--- src/rtl/ofm_write_scheduler_if.sv ---
// ofm_write_scheduler_if: tile handshake from the array output buffer and the OFM RAM write port.
interface ofm_write_scheduler_if #(
    parameter int SYSTOLIC_SIZE = 16
);
    logic tile_valid;
    logic tile_ready;
    logic ram_stall;
    logic write;
    logic ofm_we;
    logic [$clog2(SYSTOLIC_SIZE)-1:0] row_sel;
    modport master (input tile_valid, ram_stall, output tile_ready, write, ofm_we, row_sel);
    modport slave (output tile_valid, ram_stall, input tile_ready, write, ofm_we, row_sel);
endinterface

--- src/rtl/ofm_write_scheduler.sv ---
// ofm_write_scheduler: sequences per-tile OFM RAM row writes for one layer, with a post-tile gap.
module ofm_write_scheduler #(
    parameter int SYSTOLIC_SIZE = 16,
    parameter int GAP_CYCLES    = 2
) (
    input  logic                         clk,
    input  logic                         rst,
    input  logic                         start,
    input  logic [13:0]                  num_tiling,
    input  logic [4:0]                   read_wgt_size,
    ofm_write_scheduler_if.master        bus,
    output logic [13:0]                  tile_count,
    output logic                         busy,
    output logic                         done,
    output logic                         cfg_err
);
    localparam int RW = $clog2(SYSTOLIC_SIZE);
    localparam int GW = $clog2(GAP_CYCLES + 1);
    typedef enum logic [2:0] {IDLE, WAIT_TILE, WRITE, GAP, FINISH} state_t;
    state_t state, state_d;
    logic [13:0] ntile_q, ntile_d, count_d;
    logic [4:0] rws_q, rws_d;
    logic [RW-1:0] row_d;
    logic [GW-1:0] gap_q, gap_d;
    logic write_d, we_d, busy_d, done_d, err_d;
    logic hs, last_row, last_gap, bad_cfg;
    assign bus.tile_ready = (state == WAIT_TILE) && !bus.ram_stall;
    assign hs       = bus.tile_valid && bus.tile_ready;
    assign last_row = 32'(bus.row_sel) == 32'(rws_q) - 32'd1;
    assign last_gap = gap_q == GW'(GAP_CYCLES - 1);
    assign bad_cfg  = read_wgt_size == 5'd0 || 32'(read_wgt_size) > SYSTOLIC_SIZE;
    always_comb begin
        state_d = state;
        ntile_d = ntile_q;
        rws_d   = rws_q;
        count_d = tile_count;
        row_d   = bus.row_sel;
        gap_d   = gap_q;
        write_d = 1'b0;
        we_d    = 1'b0;
        busy_d  = busy;
        done_d  = 1'b0;
        err_d   = cfg_err;
        case (state)
            IDLE: if (start) begin
                if (bad_cfg) err_d = 1'b1;
                else if (num_tiling == 14'd0) done_d = 1'b1;
                else begin
                    ntile_d = num_tiling;
                    rws_d   = read_wgt_size;
                    count_d = 14'd0;
                    err_d   = 1'b0;
                    busy_d  = 1'b1;
                    state_d = WAIT_TILE;
                end
            end
            WAIT_TILE: if (hs) begin
                state_d = WRITE;
                write_d = 1'b1;
                we_d    = 1'b1;
                row_d   = '0;
            end
            // outputs are registered, so the row being driven now is bus.row_sel
            WRITE: if (last_row) begin
                state_d = GAP;
                count_d = tile_count + 14'd1;
                gap_d   = '0;
            end else begin
                we_d  = 1'b1;
                row_d = bus.row_sel + RW'(1);
            end
            GAP: if (last_gap) state_d = (tile_count == ntile_q) ? FINISH : WAIT_TILE;
                 else gap_d = gap_q + GW'(1);
            FINISH: begin
                done_d  = 1'b1;
                busy_d  = 1'b0;
                state_d = IDLE;
            end
            default: state_d = IDLE;
        endcase
    end
    always_ff @(posedge clk) begin
        if (rst) begin
            state       <= IDLE;
            ntile_q     <= '0;
            rws_q       <= '0;
            tile_count  <= '0;
            bus.row_sel <= '0;
            gap_q       <= '0;
            bus.write   <= 1'b0;
            bus.ofm_we  <= 1'b0;
            busy        <= 1'b0;
            done        <= 1'b0;
            cfg_err     <= 1'b0;
        end else begin
            state       <= state_d;
            ntile_q     <= ntile_d;
            rws_q       <= rws_d;
            tile_count  <= count_d;
            bus.row_sel <= row_d;
            gap_q       <= gap_d;
            bus.write   <= write_d;
            bus.ofm_we  <= we_d;
            busy        <= busy_d;
            done        <= done_d;
            cfg_err     <= err_d;
        end
    end
endmodule

--- src/flat_wrapper.sv ---
// flat-port wrapper written by rule: the top's interface ports become plain ports
module ofm_write_scheduler_flat 
#(
    parameter int SYSTOLIC_SIZE = 16,
    parameter int GAP_CYCLES    = 2
)
  (clk, rst, start, num_tiling, read_wgt_size, tile_count, busy, done, cfg_err, bus_tile_valid, bus_ram_stall, bus_tile_ready, bus_write, bus_ofm_we, bus_row_sel);
  ofm_write_scheduler_if #(.SYSTOLIC_SIZE(SYSTOLIC_SIZE)) bus_i ();
  input  logic clk;
  input  logic rst;
  input  logic start;
  input  logic [13:0] num_tiling;
  input  logic [4:0] read_wgt_size;
  output logic [13:0] tile_count;
  output logic busy;
  output logic done;
  output logic cfg_err;
  input wire logic [$bits(bus_i.tile_valid)-1:0] bus_tile_valid;
  input wire logic [$bits(bus_i.ram_stall)-1:0] bus_ram_stall;
  output wire logic [$bits(bus_i.tile_ready)-1:0] bus_tile_ready;
  output wire logic [$bits(bus_i.write)-1:0] bus_write;
  output wire logic [$bits(bus_i.ofm_we)-1:0] bus_ofm_we;
  output wire logic [$bits(bus_i.row_sel)-1:0] bus_row_sel;
  assign bus_i.tile_valid = bus_tile_valid;
  assign bus_i.ram_stall = bus_ram_stall;
  assign bus_tile_ready = bus_i.tile_ready;
  assign bus_write = bus_i.write;
  assign bus_ofm_we = bus_i.ofm_we;
  assign bus_row_sel = bus_i.row_sel;
  ofm_write_scheduler #(.SYSTOLIC_SIZE(SYSTOLIC_SIZE), .GAP_CYCLES(GAP_CYCLES)) u_core (.clk(clk), .rst(rst), .start(start), .num_tiling(num_tiling), .read_wgt_size(read_wgt_size), .bus(bus_i), .tile_count(tile_count), .busy(busy), .done(done), .cfg_err(cfg_err));
endmodule
--- config.mk ---
export PLATFORM = sky130hd
export DESIGN_NAME = ofm_write_scheduler_flat
export DESIGN_NICKNAME = d
export VERILOG_FILES = /design/src/rtl/ofm_write_scheduler_if.sv /design/src/rtl/ofm_write_scheduler.sv /design/src/flat_wrapper.sv
export SDC_FILE = /design/constraint.sdc
export NUM_CORES = 1
export LEC_CHECK = 0
export CORE_MARGIN = 8
export CORE_UTILIZATION = 45
export CTS_CLUSTER_DIAMETER = 100
export DETAILED_ROUTE_END_ITERATION = 12
export HOLD_SLACK_MARGIN = 0.06
export PLACE_DENSITY = 0.78
export SLEW_MARGIN = 10
export SYNTH_ARGS = -nofsm -noshare
export SYNTH_HDL_FRONTEND = slang
export SYNTH_SLANG_ARGS = --single-unit
--- constraint.sdc ---
create_clock -name clk -period 3.6 [get_ports clk]
set_input_delay 0.36 -clock clk [delete_from_list [all_inputs] [get_ports clk]]
set_output_delay 0.36 -clock clk [all_outputs]
set_load 0.01 [all_outputs]
==> reports/qor.log <==
[global_routing] antenna violations before repair 0
[final_layout] fraction of layout cells with a size suffix above 1 0.04870
[cts] Max Root-Sink Buffers 2
[route] Routed Wire Length 6.117 mm
[worst_setup_path] worst setup path class register to register
[final_layout] area grow syn2layout 25.92%
[worst_setup_path] startpoint class of the critical path register
[placement] Placed Instances 370
[final_layout] post-layout instance count excluding filler cells 378
[timing] Total Negative Setup Slacks 0 ns
[timing] maximum frequency from static timing analysis 383.6 MHz
[global_routing] maximum number of pins on one net before global-route repair 30
[final_layout] fill cell total of the finished layout 485
[placement] count of port buffers added during placement 47
[synthesis] count of synthesis-stage warnings from yosys 0
[synthesis] Yosys cell types 49
[power] Sw Pwr 283.0 uW
[cts] number of H-tree levels 2
[floorplanning] die area 7885 sq um
[synthesis] fraction of post-synthesis cell area in the top cell type by area 0.3945
[timing] Post-Route Skew 0.003707 ns
[synthesis] total of flip-flops plus latches after synthesis 47
[final_layout] Nets 335
[cts] count of clock tree sinks 47
[global_routing] All-Layer GR Usage 0.1582
[route] total via count in the routed design 2170
[placement] worst slack at placement 0.7838 ns
[power] maximum VDD drop 0.1764 mV
[power] leakage power 1.194 nW
[timing] final setup vio count 0
[synthesis] number of enable-type register cells in the synthesized netlist 0
[power] sequential share of power 0.503
[floorplanning] initial cell density of the core 0.4669
[timing] minimum period implied by the final worst setup slack 2.607 ns
[floorplanning] number of standard-cell rows in the floorplan 26
[route] DRT iter0 DRCs 104
[worst_setup_path] required time at the endpoint of the critical path 3.83 ns
[final_layout] Antenna Diode Count 0
[status] result of the run complete, no violations
[cts] clock transition time at the flip-flop clock pins of the worst setup and hold paths 0.09 ns
[timing] final slew viol count 0
[synthesis] cell count after synthesis 266
[synthesis] Mapped Nets 294
[power] cell-internal power 817.6 uW
[cts] number of setup buffers added after CTS 0
[cts] root buffer selected by CTS clkbuf_8
[cts] PostCTS Resize Cnt 0
[synthesis] cell types with the highest counts after synthesis dfxtp_1, nor2_1, mux2i_1, a21oi_1, xor2_1
[floorplanning] placeable core area 5107 sq um
[placement] Final HPWL DP 4.540 mm
[cts] CTS tree yes
[timing] Worst Slack Setup Final 0.9933 ns
[timing] Final Hold Viols 0
[cts] hold buffers post-CTS 0
[route] iteration count of the initial detailed-routing pass 5
[power] Gate power share 0.142
[global_routing] global-route wire length before repair 9.991 mm
[synthesis] dominant cell by count in the synthesized netlist dfxtp_1
[route] routed len/inst 16.18 um
[worst_setup_path] kind of end point of the critical path register
[cts] CTS Buf Count 5
[cts] clock latency on the worst-skew pair 0.30 ns
[flow_run] Max Cap Violations 0
[final_layout] area of all sequential standard cells 940.9 sq um
[floorplanning] Vert. Die Dim 88.80 um
[global_routing] overflow left after global routing 0
[floorplanning] floorplan die width 88.80 um
[power] Clk network pwr share 0.355
[synthesis] leading register cell type out of synthesis dfxtp_1
[global_routing] vias in the first global route 2107
[worst_setup_path] worst-path fanout max 29
[timing] final period utilization 0.7241
[route] Routed Antenna Nets 0
[power] switching part of the total 0.2571
[route] Post-route DRC 0
[power] Pwr Total 1.101 mW
[timing] RSZ-0062 raised after global routing no
[timing] max-slew headroom at the worst pin 0.3292
[route] Vias/cell 5.741
[synthesis] post-synthesis async set-or-reset flop share 0
[floorplanning] Ports 48
[synthesis] Area contributors post-synth dfxtp_1, mux2i_1, xor2_1
[synthesis] cell type with the largest total area after synthesis dfxtp_1
[synthesis] sequential cell area fraction in the yosys report 0.3945
[placement] gp weighted congestion 0.8044
[final_layout] footprint of the multi-input gates 1358 sq um
[synthesis] synthesized area per cell 8.965 sq um
[worst_hold_path] path class of the lowest-slack min-delay path register to register
[timing] pin slew with the least headroom to its limit 1.000 ns
[final_layout] fin util 0.5879
[synthesis] netlist area before placement 2385 sq um
[power] ratio of total power to cell area 366.5 nW/um^2
[worst_setup_path] Arr. time, crit path 2.83 ns
[cell usage in the layout (no fill, tap or decap), types with 2 or more instances in the layout]
| cell | synthesis | final |
|---|---|---|
| dfxtp_1 | 47 | 47 |
| a31oi_1 | 5 | 5 |
| inv_1 | 5 | 5 |
| nor2_1 | 32 | 32 |
| nand4_1 | 6 | 6 |
| or4_1 | 12 | 12 |
| and3_1 | 3 | 3 |
| ha_1 | 4 | 4 |
| xnor2_1 | 2 | 2 |
| nor4_1 | 8 | 8 |
| nand2b_1 | 3 | 3 |
| nand2_1 | 11 | 11 |
| a211oi_1 | 2 | 2 |
| clkdlybuf4s50_1 | 0 | 47 |
| buf_4 | 1 | 2 |
| clkbuf_8 | 0 | 5 |
| nor3_1 | 4 | 4 |
| xor2_1 | 17 | 17 |
| mux2i_1 | 21 | 21 |
| a21oi_1 | 18 | 18 |
| o31ai_1 | 12 | 12 |
| nand3_1 | 9 | 9 |
| nand3b_1 | 4 | 4 |
| and2_1 | 2 | 2 |
[power groups by stage]
stage	registers [mW]	logic [mW]	clock network, mW
floorplan	0.560	0.103	0
detailed placement	0.565	0.155	0
CTS	0.553	0.157	0.397
global route	0.556	0.171	0.417
finish	0.553	0.156	0.391
global placement	0.565	0.150	0
[routing by layer]
layer | vias to the layer above | track usage | share of wire
met5 | - | 0 | 0
met4 | 0 | 0.03379 | 0.0051
met3 | 4 | 0.04364 | 0.067
met2 | 70 | 0.2817 | 0.51
met1 | 1030 | 0.1820 | 0.42
li1 | 1066 | - | -
[logic make-up (layout without fill, tap and decap cells)]
kind of cell / Yosys count / count (layout) / share of synthesized area
adders and majority gates: 4 / 4 / 0.02099
muxes: 21 / 21 / 0.08814
and+or+nand+nor: 105 / 105 / 0.2435
DFF: 47 / 47 / 0.3945
AOI/OAI and AO/OA: 49 / 49 / 0.1375
buffers and inverters: 20 / 62 / 0.03620
xor gates and xnor gates: 20 / 20 / 0.07922
[worst paths after layout]
path / start / end / slack (ns) / depth (start not counted)
max: u_core.rws_q[0]$_SDFFE_PP0P_ / u_core.tile_count[2]$_SDFFE_PP0P_ / 0.99 / 6
max reg2reg: u_core.rws_q[0]$_SDFFE_PP0P_ / u_core.tile_count[2]$_SDFFE_PP0P_ / 0.99 / 6
min reg2reg: u_core.cfg_err$_SDFFE_PP0P_ / u_core.cfg_err$_SDFFE_PP0P_ / 0.50 / 2
min: u_core.cfg_err$_SDFFE_PP0P_ / u_core.cfg_err$_SDFFE_PP0P_ / 0.50 / 2
[worst max-delay path, stage by stage (launching register included)]
cell and delay (ns):
dfxtp_1 0.42, inv_1 0.07, ha_1 0.25, o311a_1 0.40, o31a_1 0.62, or4_1 0.62, a21oi_1 0.15
[layout make-up]
cell class                 instances  share of cell area
clock buffer                       5             0.02292
clock inverter                     3             0.01458
inverter                           5            0.006250
multi-input combinational        199              0.4521
sequential                        47              0.3133
tap                               70             0.02917
timing repair buffer              49              0.1617
[stage by stage]
step                cell area, sq um  hold slack (ns)
finish                          3003           0.4997
global route                    3003           0.5431
CTS                             3003           0.5099
detailed placement              2890           0.4880
global placement                2890           0.4845
floorplan                       2385           0.4736
[sequential cells by signal (all words and copies together) (netlist names)]
register	cells
u_core.cfg_err	1
u_core.state	3
u_core.bus.row_sel	4
u_core.done	1
u_core.tile_count	14
u_core.bus.write	1
u_core.gap_q	2
u_core.bus.ofm_we	1
u_core.rws_q	5
u_core.ntile_q	14
u_core.busy	1
Power figures use the tool's default switching activity.
